===== src/rtl/mux_32to1_pkg.sv =====
// Shared constants and the data word type for the registered 32-way word multiplexer.
package mux_32to1_pkg;

    localparam int NUM_INPUTS = 32;
    localparam int SEL_W      = 5;
    localparam int DATA_W     = 32;

    typedef logic [DATA_W-1:0] data_word_t;

endpackage


===== src/rtl/mux_32to1.sv =====
// Registered 32-way word multiplexer: Out takes Input[Select] one Clk edge later.
// Define MUX32TO1_HOLD_EN to add an Enable input that freezes Out while low.
module mux_32to1
    import mux_32to1_pkg::*;
#(
    parameter int WIDTH = DATA_W
) (
    input  logic             Clk,
    input  logic             Resetn,
    input  logic [SEL_W-1:0] Select,
    input  logic [WIDTH-1:0] Input0,
    input  logic [WIDTH-1:0] Input1,
    input  logic [WIDTH-1:0] Input2,
    input  logic [WIDTH-1:0] Input3,
    input  logic [WIDTH-1:0] Input4,
    input  logic [WIDTH-1:0] Input5,
    input  logic [WIDTH-1:0] Input6,
    input  logic [WIDTH-1:0] Input7,
    input  logic [WIDTH-1:0] Input8,
    input  logic [WIDTH-1:0] Input9,
    input  logic [WIDTH-1:0] Input10,
    input  logic [WIDTH-1:0] Input11,
    input  logic [WIDTH-1:0] Input12,
    input  logic [WIDTH-1:0] Input13,
    input  logic [WIDTH-1:0] Input14,
    input  logic [WIDTH-1:0] Input15,
    input  logic [WIDTH-1:0] Input16,
    input  logic [WIDTH-1:0] Input17,
    input  logic [WIDTH-1:0] Input18,
    input  logic [WIDTH-1:0] Input19,
    input  logic [WIDTH-1:0] Input20,
    input  logic [WIDTH-1:0] Input21,
    input  logic [WIDTH-1:0] Input22,
    input  logic [WIDTH-1:0] Input23,
    input  logic [WIDTH-1:0] Input24,
    input  logic [WIDTH-1:0] Input25,
    input  logic [WIDTH-1:0] Input26,
    input  logic [WIDTH-1:0] Input27,
    input  logic [WIDTH-1:0] Input28,
    input  logic [WIDTH-1:0] Input29,
    input  logic [WIDTH-1:0] Input30,
    input  logic [WIDTH-1:0] Input31,
`ifdef MUX32TO1_HOLD_EN
    input  logic             Enable,
`endif
    output logic [WIDTH-1:0] Out
);

    logic [WIDTH-1:0] sel_word;
    logic [WIDTH-1:0] out_d;
    logic [WIDTH-1:0] out_q;

    always_comb begin
        sel_word = '0;
        case (Select)
            5'd0:  sel_word = Input0;
            5'd1:  sel_word = Input1;
            5'd2:  sel_word = Input2;
            5'd3:  sel_word = Input3;
            5'd4:  sel_word = Input4;
            5'd5:  sel_word = Input5;
            5'd6:  sel_word = Input6;
            5'd7:  sel_word = Input7;
            5'd8:  sel_word = Input8;
            5'd9:  sel_word = Input9;
            5'd10: sel_word = Input10;
            5'd11: sel_word = Input11;
            5'd12: sel_word = Input12;
            5'd13: sel_word = Input13;
            5'd14: sel_word = Input14;
            5'd15: sel_word = Input15;
            5'd16: sel_word = Input16;
            5'd17: sel_word = Input17;
            5'd18: sel_word = Input18;
            5'd19: sel_word = Input19;
            5'd20: sel_word = Input20;
            5'd21: sel_word = Input21;
            5'd22: sel_word = Input22;
            5'd23: sel_word = Input23;
            5'd24: sel_word = Input24;
            5'd25: sel_word = Input25;
            5'd26: sel_word = Input26;
            5'd27: sel_word = Input27;
            5'd28: sel_word = Input28;
            5'd29: sel_word = Input29;
            5'd30: sel_word = Input30;
            5'd31: sel_word = Input31;
        endcase
    end

    // With the hold option, a deasserted Enable recirculates the current output.
    always_comb begin
        out_d = sel_word;
`ifdef MUX32TO1_HOLD_EN
        if (!Enable) begin
            out_d = out_q;
        end
`endif
    end

    always_ff @(posedge Clk) begin
        if (!Resetn) begin
            out_q <= '0;
        end else begin
            out_q <= out_d;
        end
    end

    assign Out = out_q;

endmodule


===== config.mk =====
export PLATFORM = sky130hd
export DESIGN_NAME = mux_32to1
export DESIGN_NICKNAME = d
export VERILOG_FILES = /design/src/rtl/mux_32to1_pkg.sv /design/src/rtl/mux_32to1.sv
export SDC_FILE = /design/constraint.sdc
export NUM_CORES = 1
export LEC_CHECK = 0
export CAP_MARGIN = 20
export CORE_AREA = 3 3 408 410
export CTS_BUF_LIST = sky130_fd_sc_hd__clkbuf_8
export DETAILED_ROUTE_END_ITERATION = 8
export DIE_AREA = 0 0 411 413
export MAX_ROUTING_LAYER = met4
export PLACE_DENSITY = 0.32
export SKIP_LAST_GASP = 1
export SYNTH_ARGS = -nofsm -noshare
export SYNTH_HDL_FRONTEND = slang
export SYNTH_SLANG_ARGS = --single-unit
export TNS_END_PERCENT = 5

===== constraint.sdc =====
create_clock -name Clk -period 1.9 [get_ports Clk]
set_clock_uncertainty 0.05 [all_clocks]
set_input_delay 0.19 -clock Clk [delete_from_list [all_inputs] [get_ports Clk]]
set_output_delay 0.19 -clock Clk [all_outputs]
set_load 0.005 [all_outputs]

Yosys cells after proc, flatten, opt, wreduce, memory -nomap -nowiden:

Cells that the tools add are included.

* register bits after elaboration: 32
* output and inout bits: 32
* input bits: 1031

* reduce and logical (&&, ||, !) cells: 1
* equal/unequal tests: 31
* mux-type cells: 1

Operator list (number)
* 32-bit case mux with 32 select lines: 1
* 5-bit equality test (second input constant): 16
* 5-bit by 4-bit equality test with 1-bit output (second input constant): 8
* 5-bit by 3-bit equality test with 1-bit output (second input constant): 4
* 5-bit by 2-bit equality test with 1-bit output (second input constant): 2
* 5-bit by 1-bit equality test with 1-bit output (second input constant): 1
* 5-bit logical NOT: 1

Depth between registers and ports, before layout:

* depth in word-level cells: 2
* mapped depth: 9

Worst setup path before layout:

OpenSTA, ideal clock, no wires.

* path type: input to register
* start point: in Select[2]
* end point: reg out_q[25], in the netlist Out[25]
* setup slack: 0.225 ns
* data arrival time: 1.491 ns
* cell stages on the path: 8
* cells stage by stage: buf_4 and3b_1 buf_2 and2_4 buf_2 a22o_1 a2111oi_2 a31oi_1

* word-level cells in the longest chain between the ends: 2
* elaborated cells between the ends (all ways): 33
* those cells by class: eq/ne: 31; mux: 1; reduce/logical: 1

RTL lines
* start, declared: RTL line mux_32to1.sv:10 `input logic [SEL_W-1:0] Select,`
* 5-bit equality test (tied with other cells): RTL line mux_32to1.sv:55 `case (Select)`
* 32-bit case mux with 32 select lines *: RTL line mux_32to1.sv:55
* end signal, assigned: RTL line mux_32to1.sv:105 `out_q <= out_d;`
* end, declared: RTL line mux_32to1.sv:51 `logic [WIDTH-1:0] out_q;`

Mark *: on every way between the ends. The rest lies on a longest branch, timed or not.
A chain may end at the register's enable or synchronous reset.

Worst setup path in the final report:

* start point: in Select[0]
* end point: reg out_q[12], in the netlist Out[12]

Same word-level chain as after synthesis.

==> metrics.cfg <==
[logic_synthesis]
avgSynthCellArea_um2 = 7.543
synth_top_area_share_pct = 12.96
synth_edf_count = 0
synth_top_area_cell = a22oi_1
yosys_warnings = 0
syn-cell-area_um2 = 8690
synth-compound-area-share_pct = 49.91
yosysUniqueCellTypes = 58
synth_xor_area_share_pct = 0
yosysSeqAreaShare_pct = 7.372
synth_top_family_by_area = compound AO/OA/AOI/OAI gates
ys.flop_type = dfxtp_1
synthAdderAreaFrac_pct = 0
synth_area_leaders = a22oi_1 13%, a32oi_1 12%, mux2i_1 11%, dfxtp_1 7.4%, and4_1 6.2%
ys_ff_latch = 32
syn_nets = 2183
syn_inst = 1152
synthMuxAreaShare_pct = 11.85
synth-simple-area-share_pct = 20.95
synth-async-reset-ratio_pct = 0

[final_layout]
nNetsFinal = 3397
fin_area_um2 = 24990
fill_cells = 18490
layout_commonest_cell = clkdlybuf4s50_1
drive_above_1_share_pct = 17.70
area_growth_pct = 187.6
stdcell_count = 4610
mostFrequentLayoutCells = 1055 x clkdlybuf4s50_1, 234 x buf_4, 146 x a22oi_1
largest_reg_flops = 32

[sta]
fin_ws_ns = -0.06287
post-route-period-util_pct = 103.3
rsz0062_at_grt = true
hold_viol_final = 0
worst_slew_pin_slew_ns = 0.6724
finalSetupViolations = 7
maxSlewViolCount = 0
fmax_mhz = 509.5
tns_ns = -0.1875
worst_hold_slack_ns = 0.2341
min_period_ns = 1.963
slew_headroom_pct = 55.18

[cts]
cts_hold_buf = 0
clockBufferDepth = 2
clock_sinks = 32
htreeDepth = 2
cts_tree = yes
path_clk_slew_ns = 0.12
cts_root_buffer = clkbuf_8
cts_made_buffers = 5

[worst_setup_path]
crit_arrival_ns = 2.18
cpPeakStageDelay_ns = 0.55
cp_max_fo = 11
criticalPathCategory = in -> reg
cp-end-kind = register
crit_required_ns = 2.12
path_cells = buf_4, bufbuf_16, nand3_1, nor3_4, buf_12, buf_16, a32oi_1, and4_1, a31oi_1
cp_slowest_cell = a32oi_1
start_kind = input port

[run_status]
status = finished with violations
violations = negative setup slack

[placement]
dpl_cell_area_um2 = 24170
dp.cells = 4515
gp_congestion = 0.9220
dp_hpwl_um = 145500
portBuffers = 1062

[grt]
grt_use_total_pct = 18.71
antenna_found_initial = 128
globalRouteMet2Util_pct = 31.07
grt_overflow_total = 0
grt_pass1_vias = 17280
grt_pass1_wl_um = 198700
busiest_layer = met2
met3_usage_pct = 4.538
grt_start_max_net_pins = 40
use_met1_pct = 22.96

[flow_run]
drv_cap = 0

[route]
antenna_left = 0
vias = 16790
drt-total-wl_um = 164100
routedWlPerCell_um = 35.59
route.detailed.drc = 0
first_pass_iters = 5
drt_iter0_drc = 1482
routed_via_density = 3.642

[hold_path]
hp-class = in -> reg

[floorplan]
fp.dieW_um = 411
num_rows = 148
start_util_pct = 5.339
io_pins = 1063
coreArea_um2 = 162800
die_height_um = 413
die_area_um2 = 169700

[power]
p_total_uw = 6625
cellLeakagePower_uw = 0.008194
ir_worst_vdd_v = 0.0003003
power.density_nw_per_um2 = 265.1

## path summary, 6_finish.rpt
path	slack, ns	cells past startpoint	from	to
max	-0.06	9	Select[0]	Out[12]$_SDFF_PN0_
min	0.23	4	Resetn	Out[25]$_SDFF_PN0_
## area by class of cell
| type | instances | area [um2] | area share (%) |
|---|---|---|---|
| antenna | 68 | 170.2 | 0.6810 |
| clock inverter | 3 | 42.54 | 0.1702 |
| sequential | 32 | 640.6 | 2.564 |
| multi-input combinational | 956 | 7485 | 29.95 |
| inverter | 3 | 11.26 | 0.04507 |
| timing repair buffer | 1368 | 13850 | 55.42 |
| clock buffer | 5 | 68.82 | 0.2754 |
| tap | 2175 | 2721 | 10.89 |
## synth_stat cells, drive strengths merged (29+ instances only)
| library cell | instances |
|---|---|
| a21oi | 93 |
| nand3 | 38 |
| nand3b | 58 |
| a32oi | 118 |
| a22o | 39 |
| o21ai | 37 |
| a31oi | 33 |
| dfxtp | 32 |
| buf | 99 |
| and4 | 62 |
| clkbuf | 63 |
| mux2i | 95 |
| a22oi | 150 |
| o2111a | 29 |
| nor2 | 59 |
| o22ai | 30 |
## worst max-delay path: cells and delay by family
kind / cells / cell delay, ns
AND/OR/NAND/NOR: 3 / 0.56
buffers and inverters: 4 / 0.75
AO/OA/AOI/OAI: 2 / 0.64
## per-layer routing
| layer | part of all wire [%] | wire (um) |
|---|---|---|
| met5 | 0 | 0 |
| met1 | 42 | 69550 |
| met2 | 48 | 79310 |
| met4 | 1.9 | 3102 |
| met3 | 7.4 | 12100 |
## where the power goes
| group | leakage, uW | internal (uW) | switching (uW) | total (uW) |
|---|---|---|---|---|
| Sequential | 0.000265 | 751 | 57.7 | 809 |
| Combinational | 0.00787 | 2890 | 2040 | 4930 |
| Clock | 0.0000546 | 391 | 494 | 886 |
| Total | 0.00819 | 4030 | 2590 | 6630 |
## through the flow
stage	utilization, %	setup WS, ns
after global routing	15.34	-0.04441
after CTS	15.18	0.003608
after global placement	14.84	-1.294
after floorplan	-	0.2251
final	15.35	-0.06287
after detailed placement	14.85	-0.8937
## timing repair
action / 4_1_cts / 5_1_grt
pin swaps: 11 / 1
buffers inserted: 9 / 6
resized for setup: 79 / 2
setup endpoints to repair: 32 / 15
cloned: 3 / 1
## cell families after synthesis
group | Yosys count
multiplexers | 100
AND/OR/NAND/NOR | 279
AO/OA/AOI/OAI | 576
flip-flops | 32
buffers and inverters | 165
Power figures use the tool's default switching activity.
